### src/rtl/miner_job_driver_pkg.sv
// Shared widths, default geometry and FSM encoding for the miner job driver.
package miner_job_driver_pkg;

  localparam int unsigned WORD_S         = 32;
  localparam int unsigned JOB_WORDS_D    = 20;
  localparam int unsigned RESULT_WORDS_D = 8;
  localparam int unsigned NONCE_INDEX_D  = 19;
  localparam int unsigned CNT_W_D        = 16;
  localparam int unsigned ADDR_W         = 5;

  typedef enum logic [1:0] {
    ST_IDLE,
    ST_SEND,
    ST_RECV,
    ST_UPDATE
  } state_e;

endpackage

### src/rtl/miner_job_driver_if.sv
// AXI-Stream link between the job driver and the miner core.
interface miner_job_driver_if #(
  parameter int unsigned W = 32
) ();
  logic         tvalid;
  logic         tready;
  logic [W-1:0] tdata;
  logic [W/8-1:0] tstrb;
  logic         tlast;

  modport master (output tvalid, tdata, tstrb, tlast, input tready);
  modport slave  (input tvalid, tdata, tstrb, tlast, output tready);
endinterface

### src/rtl/miner_result_capture.sv
// Assembles the returned hash packet word by word and flags tlast misplacement.
module miner_result_capture #(
  parameter int unsigned W     = 32,
  parameter int unsigned WORDS = 8
) (
  input  logic               clk,
  input  logic               rst_n,
  input  logic               en_i,
  input  logic               tvalid_i,
  input  logic [W-1:0]       tdata_i,
  input  logic               tlast_i,
  output logic [WORDS*W-1:0] result_data_o,
  output logic               pkt_done_c,
  output logic               pkt_err_c
);

  localparam int unsigned IW = (WORDS > 1) ? $clog2(WORDS) : 1;
  localparam logic [IW-1:0] LAST = IW'(WORDS - 1);

  logic [IW-1:0] widx_q;
  logic [W-1:0]  word_q [WORDS];
  logic          hs;
  logic          last_word;

  assign hs         = en_i & tvalid_i;
  assign last_word  = (widx_q == LAST);
  assign pkt_done_c = hs & (last_word | tlast_i);
  // Early tlast and missing tlast are both the same mismatch.
  assign pkt_err_c  = hs & (last_word ^ tlast_i);

  always_ff @(posedge clk or negedge rst_n) begin
    if (!rst_n) begin
      widx_q <= '0;
      for (int i = 0; i < int'(WORDS); i++) word_q[i] <= '0;
    end else if (hs) begin
      word_q[widx_q] <= tdata_i;
      widx_q         <= pkt_done_c ? '0 : widx_q + IW'(1);
    end
  end

  // Word 0 lands in the most significant slot.
  for (genvar g = 0; g < int'(WORDS); g++) begin : g_pack
    assign result_data_o[(int'(WORDS) - 1 - g)*int'(W) +: int'(W)] = word_q[g];
  end

endmodule

### src/rtl/miner_job_driver.sv
// Streams a stored block-header job to the miner, collects the hash, and sweeps the nonce.
module miner_job_driver
  import miner_job_driver_pkg::*;
#(
  parameter int unsigned C_AXIS_TDATA_WIDTH = WORD_S,
  parameter int unsigned JOB_WORDS          = JOB_WORDS_D,
  parameter int unsigned RESULT_WORDS       = RESULT_WORDS_D,
  parameter int unsigned NONCE_INDEX        = NONCE_INDEX_D,
  parameter int unsigned CNT_W              = CNT_W_D
) (
  input  logic                                 axis_aclk,
  input  logic                                 axis_aresetn,
  input  logic                                 cfg_we,
  input  logic [ADDR_W-1:0]                    cfg_addr,
  input  logic [C_AXIS_TDATA_WIDTH-1:0]        cfg_wdata,
  input  logic                                 start,
  input  logic [CNT_W-1:0]                     run_count,
  input  logic                                 stop,
  output logic                                 busy,
  output logic                                 done,
  output logic [CNT_W-1:0]                     jobs_done,
  output logic [C_AXIS_TDATA_WIDTH-1:0]        cur_nonce,
  output logic [RESULT_WORDS*C_AXIS_TDATA_WIDTH-1:0] result_data,
  output logic                                 result_valid,
  output logic                                 proto_err,
  miner_job_driver_if.master                   m00_axis,
  miner_job_driver_if.slave                    s00_axis
);

  localparam int unsigned W  = C_AXIS_TDATA_WIDTH;
  localparam int unsigned IW = $clog2(JOB_WORDS);
  localparam logic [IW-1:0]     JOB_LAST   = IW'(JOB_WORDS - 1);
  localparam logic [ADDR_W-1:0] JOB_LAST_A = ADDR_W'(JOB_WORDS - 1);

  state_e           state_q;
  logic [IW-1:0]    idx_q;
  logic [IW-1:0]    idx_nx;
  logic [CNT_W-1:0] jobs_left_q;
  logic [CNT_W-1:0] jobs_done_q;
  logic             stop_q;
  logic             busy_q;
  logic             done_q;
  logic             rv_q;
  logic             perr_q;
  logic             tvalid_q;
  logic             tlast_q;
  logic [W-1:0]     tdata_q;
  logic             s_tready_q;
  logic [W-1:0]     job_q [JOB_WORDS];
  logic             pkt_done_c;
  logic             pkt_err_c;

  assign idx_nx = idx_q + IW'(1);

  miner_result_capture #(
    .W     (W),
    .WORDS (RESULT_WORDS)
  ) u_capture (
    .clk           (axis_aclk),
    .rst_n         (axis_aresetn),
    .en_i          (s_tready_q),
    .tvalid_i      (s00_axis.tvalid),
    .tdata_i       (s00_axis.tdata),
    .tlast_i       (s00_axis.tlast),
    .result_data_o (result_data),
    .pkt_done_c    (pkt_done_c),
    .pkt_err_c     (pkt_err_c)
  );

  always_ff @(posedge axis_aclk or negedge axis_aresetn) begin
    if (!axis_aresetn) begin
      state_q     <= ST_IDLE;
      idx_q       <= '0;
      jobs_left_q <= '0;
      jobs_done_q <= '0;
      stop_q      <= 1'b0;
      busy_q      <= 1'b0;
      done_q      <= 1'b0;
      rv_q        <= 1'b0;
      perr_q      <= 1'b0;
      tvalid_q    <= 1'b0;
      tlast_q     <= 1'b0;
      tdata_q     <= '0;
      s_tready_q  <= 1'b0;
      for (int i = 0; i < int'(JOB_WORDS); i++) job_q[i] <= '0;
    end else begin
      done_q <= 1'b0;
      rv_q   <= 1'b0;
      // Stop is remembered for the rest of the run; a start below clears it.
      if (state_q != ST_IDLE && stop) stop_q <= 1'b1;

      case (state_q)
        ST_IDLE: begin
          if (start) begin
            state_q     <= ST_SEND;
            busy_q      <= 1'b1;
            jobs_left_q <= (run_count == '0) ? CNT_W'(1) : run_count;
            jobs_done_q <= '0;
            perr_q      <= 1'b0;
            stop_q      <= 1'b0;
            idx_q       <= '0;
            tvalid_q    <= 1'b1;
            tdata_q     <= job_q[0];
            tlast_q     <= (JOB_LAST == '0);
          end else if (cfg_we && cfg_addr <= JOB_LAST_A) begin
            job_q[cfg_addr] <= cfg_wdata;
          end
        end

        ST_SEND: begin
          if (m00_axis.tready) begin
            if (idx_q == JOB_LAST) begin
              state_q    <= ST_RECV;
              tvalid_q   <= 1'b0;
              tlast_q    <= 1'b0;
              s_tready_q <= 1'b1;
              idx_q      <= '0;
            end else begin
              idx_q   <= idx_nx;
              tdata_q <= job_q[idx_nx];
              tlast_q <= (idx_nx == JOB_LAST);
            end
          end
        end

        ST_RECV: begin
          if (pkt_done_c) begin
            state_q             <= ST_UPDATE;
            s_tready_q          <= 1'b0;
            rv_q                <= 1'b1;
            jobs_done_q         <= jobs_done_q + CNT_W'(1);
            job_q[NONCE_INDEX]  <= job_q[NONCE_INDEX] + W'(1);
            if (pkt_err_c) perr_q <= 1'b1;
            done_q <= (jobs_left_q == CNT_W'(1)) || stop_q || stop;
          end
        end

        ST_UPDATE: begin
          if (done_q) begin
            state_q <= ST_IDLE;
            busy_q  <= 1'b0;
          end else begin
            state_q     <= ST_SEND;
            jobs_left_q <= jobs_left_q - CNT_W'(1);
            idx_q       <= '0;
            tvalid_q    <= 1'b1;
            tdata_q     <= job_q[0];
            tlast_q     <= (JOB_LAST == '0);
          end
        end

        default: state_q <= ST_IDLE;
      endcase
    end
  end

  assign busy            = busy_q;
  assign done            = done_q;
  assign jobs_done       = jobs_done_q;
  assign cur_nonce       = job_q[NONCE_INDEX];
  assign result_valid    = rv_q;
  assign proto_err       = perr_q;
  assign m00_axis.tvalid = tvalid_q;
  assign m00_axis.tdata  = tdata_q;
  assign m00_axis.tstrb  = {(W/8){tvalid_q}};
  assign m00_axis.tlast  = tlast_q;
  assign s00_axis.tready = s_tready_q;

endmodule

### src/flat_wrapper.sv
// flat-port wrapper written by rule: the top's interface ports become plain ports
module miner_job_driver_flat import miner_job_driver_pkg::*;
#(
  parameter int unsigned C_AXIS_TDATA_WIDTH = WORD_S,
  parameter int unsigned JOB_WORDS          = JOB_WORDS_D,
  parameter int unsigned RESULT_WORDS       = RESULT_WORDS_D,
  parameter int unsigned NONCE_INDEX        = NONCE_INDEX_D,
  parameter int unsigned CNT_W              = CNT_W_D
)
  (axis_aclk, axis_aresetn, cfg_we, cfg_addr, cfg_wdata, start, run_count, stop, busy, done, jobs_done, cur_nonce, result_data, result_valid, proto_err, m00_axis_tvalid, m00_axis_tdata, m00_axis_tstrb, m00_axis_tlast, m00_axis_tready, s00_axis_tvalid, s00_axis_tdata, s00_axis_tstrb, s00_axis_tlast, s00_axis_tready);
  miner_job_driver_if #(.W(32)) m00_axis_i ();
  miner_job_driver_if #(.W(32)) s00_axis_i ();
  input  logic axis_aclk;
  input  logic axis_aresetn;
  input  logic cfg_we;
  input  logic [ADDR_W-1:0] cfg_addr;
  input  logic [C_AXIS_TDATA_WIDTH-1:0] cfg_wdata;
  input  logic start;
  input  logic [CNT_W-1:0] run_count;
  input  logic stop;
  output logic busy;
  output logic done;
  output logic [CNT_W-1:0] jobs_done;
  output logic [C_AXIS_TDATA_WIDTH-1:0] cur_nonce;
  output logic [RESULT_WORDS*C_AXIS_TDATA_WIDTH-1:0] result_data;
  output logic result_valid;
  output logic proto_err;
  output wire logic [$bits(m00_axis_i.tvalid)-1:0] m00_axis_tvalid;
  output wire logic [$bits(m00_axis_i.tdata)-1:0] m00_axis_tdata;
  output wire logic [$bits(m00_axis_i.tstrb)-1:0] m00_axis_tstrb;
  output wire logic [$bits(m00_axis_i.tlast)-1:0] m00_axis_tlast;
  input wire logic [$bits(m00_axis_i.tready)-1:0] m00_axis_tready;
  input wire logic [$bits(s00_axis_i.tvalid)-1:0] s00_axis_tvalid;
  input wire logic [$bits(s00_axis_i.tdata)-1:0] s00_axis_tdata;
  input wire logic [$bits(s00_axis_i.tstrb)-1:0] s00_axis_tstrb;
  input wire logic [$bits(s00_axis_i.tlast)-1:0] s00_axis_tlast;
  output wire logic [$bits(s00_axis_i.tready)-1:0] s00_axis_tready;
  assign m00_axis_tvalid = m00_axis_i.tvalid;
  assign m00_axis_tdata = m00_axis_i.tdata;
  assign m00_axis_tstrb = m00_axis_i.tstrb;
  assign m00_axis_tlast = m00_axis_i.tlast;
  assign m00_axis_i.tready = m00_axis_tready;
  assign s00_axis_i.tvalid = s00_axis_tvalid;
  assign s00_axis_i.tdata = s00_axis_tdata;
  assign s00_axis_i.tstrb = s00_axis_tstrb;
  assign s00_axis_i.tlast = s00_axis_tlast;
  assign s00_axis_tready = s00_axis_i.tready;
  miner_job_driver #(.C_AXIS_TDATA_WIDTH(C_AXIS_TDATA_WIDTH), .JOB_WORDS(JOB_WORDS), .RESULT_WORDS(RESULT_WORDS), .NONCE_INDEX(NONCE_INDEX), .CNT_W(CNT_W)) u_core (.axis_aclk(axis_aclk), .axis_aresetn(axis_aresetn), .cfg_we(cfg_we), .cfg_addr(cfg_addr), .cfg_wdata(cfg_wdata), .start(start), .run_count(run_count), .stop(stop), .busy(busy), .done(done), .jobs_done(jobs_done), .cur_nonce(cur_nonce), .result_data(result_data), .result_valid(result_valid), .proto_err(proto_err), .m00_axis(m00_axis_i), .s00_axis(s00_axis_i));
endmodule
### config.mk
export PLATFORM = sky130hd
export DESIGN_NAME = miner_job_driver_flat
export DESIGN_NICKNAME = d
export VERILOG_FILES = /design/src/rtl/miner_job_driver_pkg.sv /design/src/rtl/miner_job_driver_if.sv /design/src/rtl/miner_result_capture.sv /design/src/rtl/miner_job_driver.sv /design/src/flat_wrapper.sv
export SDC_FILE = /design/constraint.sdc
export NUM_CORES = 1
export LEC_CHECK = 0
export BUFFER_PORTS_ARGS = -buffer_cell sky130_fd_sc_hd__buf_2
export CORE_MARGIN = 1.5
export CORE_UTILIZATION = 45
export CTS_CLUSTER_SIZE = 12
export DETAILED_ROUTE_END_ITERATION = 6
export SETUP_SLACK_MARGIN = 0.1
export SYNTH_ARGS = -nofsm -noshare
export SYNTH_HDL_FRONTEND = slang
export SYNTH_HIERARCHICAL = 1
export SYNTH_SLANG_ARGS = --single-unit
### constraint.sdc
create_clock -name axis_aclk -period 3.8 [get_ports axis_aclk]
set_input_delay 0.76 -clock axis_aclk [delete_from_list [all_inputs] [get_ports axis_aclk]]
set_output_delay 0.76 -clock axis_aclk [all_outputs]
set_load 0.005 [all_outputs]
==> impl_metrics.ini <==
[run_status]
outcome = finished, final reports clean

[place]
place.gp.congestion = 0.846
dpl_cell_area_sq_um = 48000
dp_hpwl_um = 81700
portBuffers = 439

[clock_tree]
clk_latency_ps = 680
htree_num_levels = 3
postCtsSetupRepairBufs = 0
clock-sinks = 978
cts_tree = done
cts_resized = 0
cts_buffers = 104
clk_pin_slew_ps = 60
hold_buffers = 0
clockBufferDepth = 3
clock-root-buffer = clkbuf_16

[worst_setup_path]
path_class = flip-flop to flip-flop
r2r-end = u_core/cur_nonce[20]
rr_startpoint = u_core/u_capture/widx_q[0]
endpoint_kind = flip-flop
cp_data_arrival_time_ps = 3920
crit_path_start_kind = flip-flop
critPathCapture = u_core/cur_nonce[20]
crit_start = u_core/u_capture/widx_q[0]
reg2regPathDepth = 12
cp.required_ps = 4350
r2r_setup_slack_ps = 440
worst-path-max-fanout = 9

[synthesis]
avgSynthCellArea_sq_um = 14.0
yosysMostFrequentCell = dfrtp_1
synth_seq_cells = 978
synthArstFlopShare = 1.00
ys.flop_type = dfrtp_1
syn-cell-area_sq_um = 44200
synth.distinct_cells = 71
synth_top_area_share = 0.554
synth_edf_count = 0
syn_nets = 3278
netlist_top_cells_count = 978 x dfrtp_1, 843 x mux2_2, 179 x nand2_1
yosys_warnings = 6
synthCells = 3168
synth_top_area_cell = dfrtp_1
synthTopCellsByArea = dfrtp_1 55%, mux2_2 21%, mux4_2 8.1%, nand2_1 1.5%, clkbuf_1 1.3%
yosysSeqAreaShare = 0.554

[global_routing]
grt_pass1_wl_um = 195000
grt_pass1_vias = 30200
grt-ovfl-total = 0
track_usage = 0.259
antenna_found_initial = 13
grt_max_degree = 135

[floorplanning]
top_level_ports = 444
die_y_um = 316
dieWidth_um = 316
rows = 114
core_area_sq_um = 97000
start_util = 0.456
dieArea_sq_um = 100000

[timing]
tightest_slew_ps = 1080
max_freq_mhz = 297
slew_viol_final = 0
fin_setup_tns_ps = 0
min_period_over_period = 0.885
setup_viol = 0
maxSlewHeadroom = 0.280
hold_viol_final = 0
rsz0062_at_grt = no
fin_crit_ps = 3360
fin_worst_skew_ps = 27.3

[pwr]
pwr-share-clk = 0.318
peakVddDrop_mv = 0.369
p_int_w = 0.0218
p_total_w = 0.0317
total_leakage_power_nw = 24.5
p_per_area_nw_per_um2 = 617
power_frac_comb = 0.261
seqPwrFrac = 0.421
power.switching_w = 0.00997
p_sw_frac = 0.314

[route]
wl_um = 129000
drt_iter0_drc = 1917
drc = 0
drt_pre_antenna_iters = 5
avgRoutedWirePerCell_um = 26.6
via_count = 28800
antenna_left = 0
viasPerCell = 5.93

[layout]
nets = 3612
final_util = 0.530
area_growth_pct = 16.3
final_cell_area_sq_um = 51400
layout-drive-gt1-share = 0.492

[run]
cap_violations = 0

[hold_path]
hold_path.class = input pin to async pin
==> critical path, cell delays in order (launching register included) <==
cell and delay [ps]:
dfrtp_1 500, ha_1 210, ha_1 140, inv_1 40, ha_1 210, nor2_1 370
nand2_1 250, inv_1 190, a41oi_1 90, or2_1 450, buf_4 250, a22o_1 230
a311o_1 310
==> cells by family after synthesis <==
group                    synth area share
multiplexers                        0.303
flip-flops                          0.554
AND/OR/NAND/NOR                    0.0572
buffers and inverters              0.0336
AO/OA/AOI/OAI                      0.0458
XOR/XNOR                          0.00337
adder cells (fa/ha/maj)           0.00368
==> layout by cell type (no fill, tap or decap), types with 23 or more instances in the layout <==
cell type / count
a21oi_1: 87
a31o_2: 24
buf_12: 37
buf_2: 438
buf_4: 55
clkbuf_1: 30
clkbuf_16: 107
dfrtp_1: 977
mux2_2: 843
mux4_2: 159
nand2_1: 179
nand3_1: 68
nand4_1: 33
nor2_1: 57
nor3b_1: 24
o211a_1: 23
o21ai_0: 61
==> registers in the layout, indices dropped and copies added, names as in the netlist, 2 cells and up <==
signal	flops
u_core/cur_nonce	32
u_core/idx_q	5
u_core/job_q	608
u_core/jobs_done	16
u_core/jobs_left_q	16
u_core/m00_axis.tdata	32
u_core/state_q	2
u_core/u_capture/result_data_o	256
u_core/u_capture/widx_q	3
==> power by group through the flow <==
stage	logic [W]	registers, W	clock network (W)
after floorplan	0.00490	0.0132	0
after global placement	0.00812	0.0134	0
after detailed placement	0.00829	0.0135	0
after CTS	0.00832	0.0134	0.0103
after global routing	0.00891	0.0136	0.0108
final	0.00829	0.0134	0.0101
==> routing by layer <==
metal	vias up	global-route usage	part of all wire
met2	972	0.436	0.49
met3	246	0.0420	0.060
li1	12200	-	-
met5	-	0	0.00018
met1	15400	0.337	0.42
met4	4	0.0972	0.035
==> layout make-up <==
type / instances / area (sq um)
tap: 1276 / 1600
multi-input combinational: 1870 / 18500
fill: 8112 / 45600
sequential: 978 / 24500
timing repair buffer: 531 / 3360
clock buffer: 159 / 3090
inverter: 17 / 63.8
antenna: 4 / 10.0
clock inverter: 24 / 288
==> per-stage QoR <==
stage | worst slack [ps] | instances | hold WS [ps]
after global routing | 354 | 4859 | 49.1
after global placement | 483 | 4672 | 461
after floorplan | 1020 | 3168 | 452
final | 438 | 4859 | 25.2
after CTS | 497 | 4855 | 22.0
after detailed placement | 471 | 4672 | 469
==> worst min path at each step <==
stage / cells after the start / end / from
6_report: 1 / u_core/u_capture/result_data_o[13] / axis_aresetn
5_1_grt: 1 / u_core/u_capture/result_data_o[13] / axis_aresetn
3_5_place_dp: 1 / u_core/job_q[93] / u_core/job_q[93]
2_1_floorplan: 1 / u_core/job_q[221] / u_core/job_q[221]
4_1_cts: 1 / u_core/u_capture/result_data_o[13] / axis_aresetn
3_3_place_gp: 1 / u_core/job_q[221] / u_core/job_q[221]
Power figures use the tool's default switching activity.
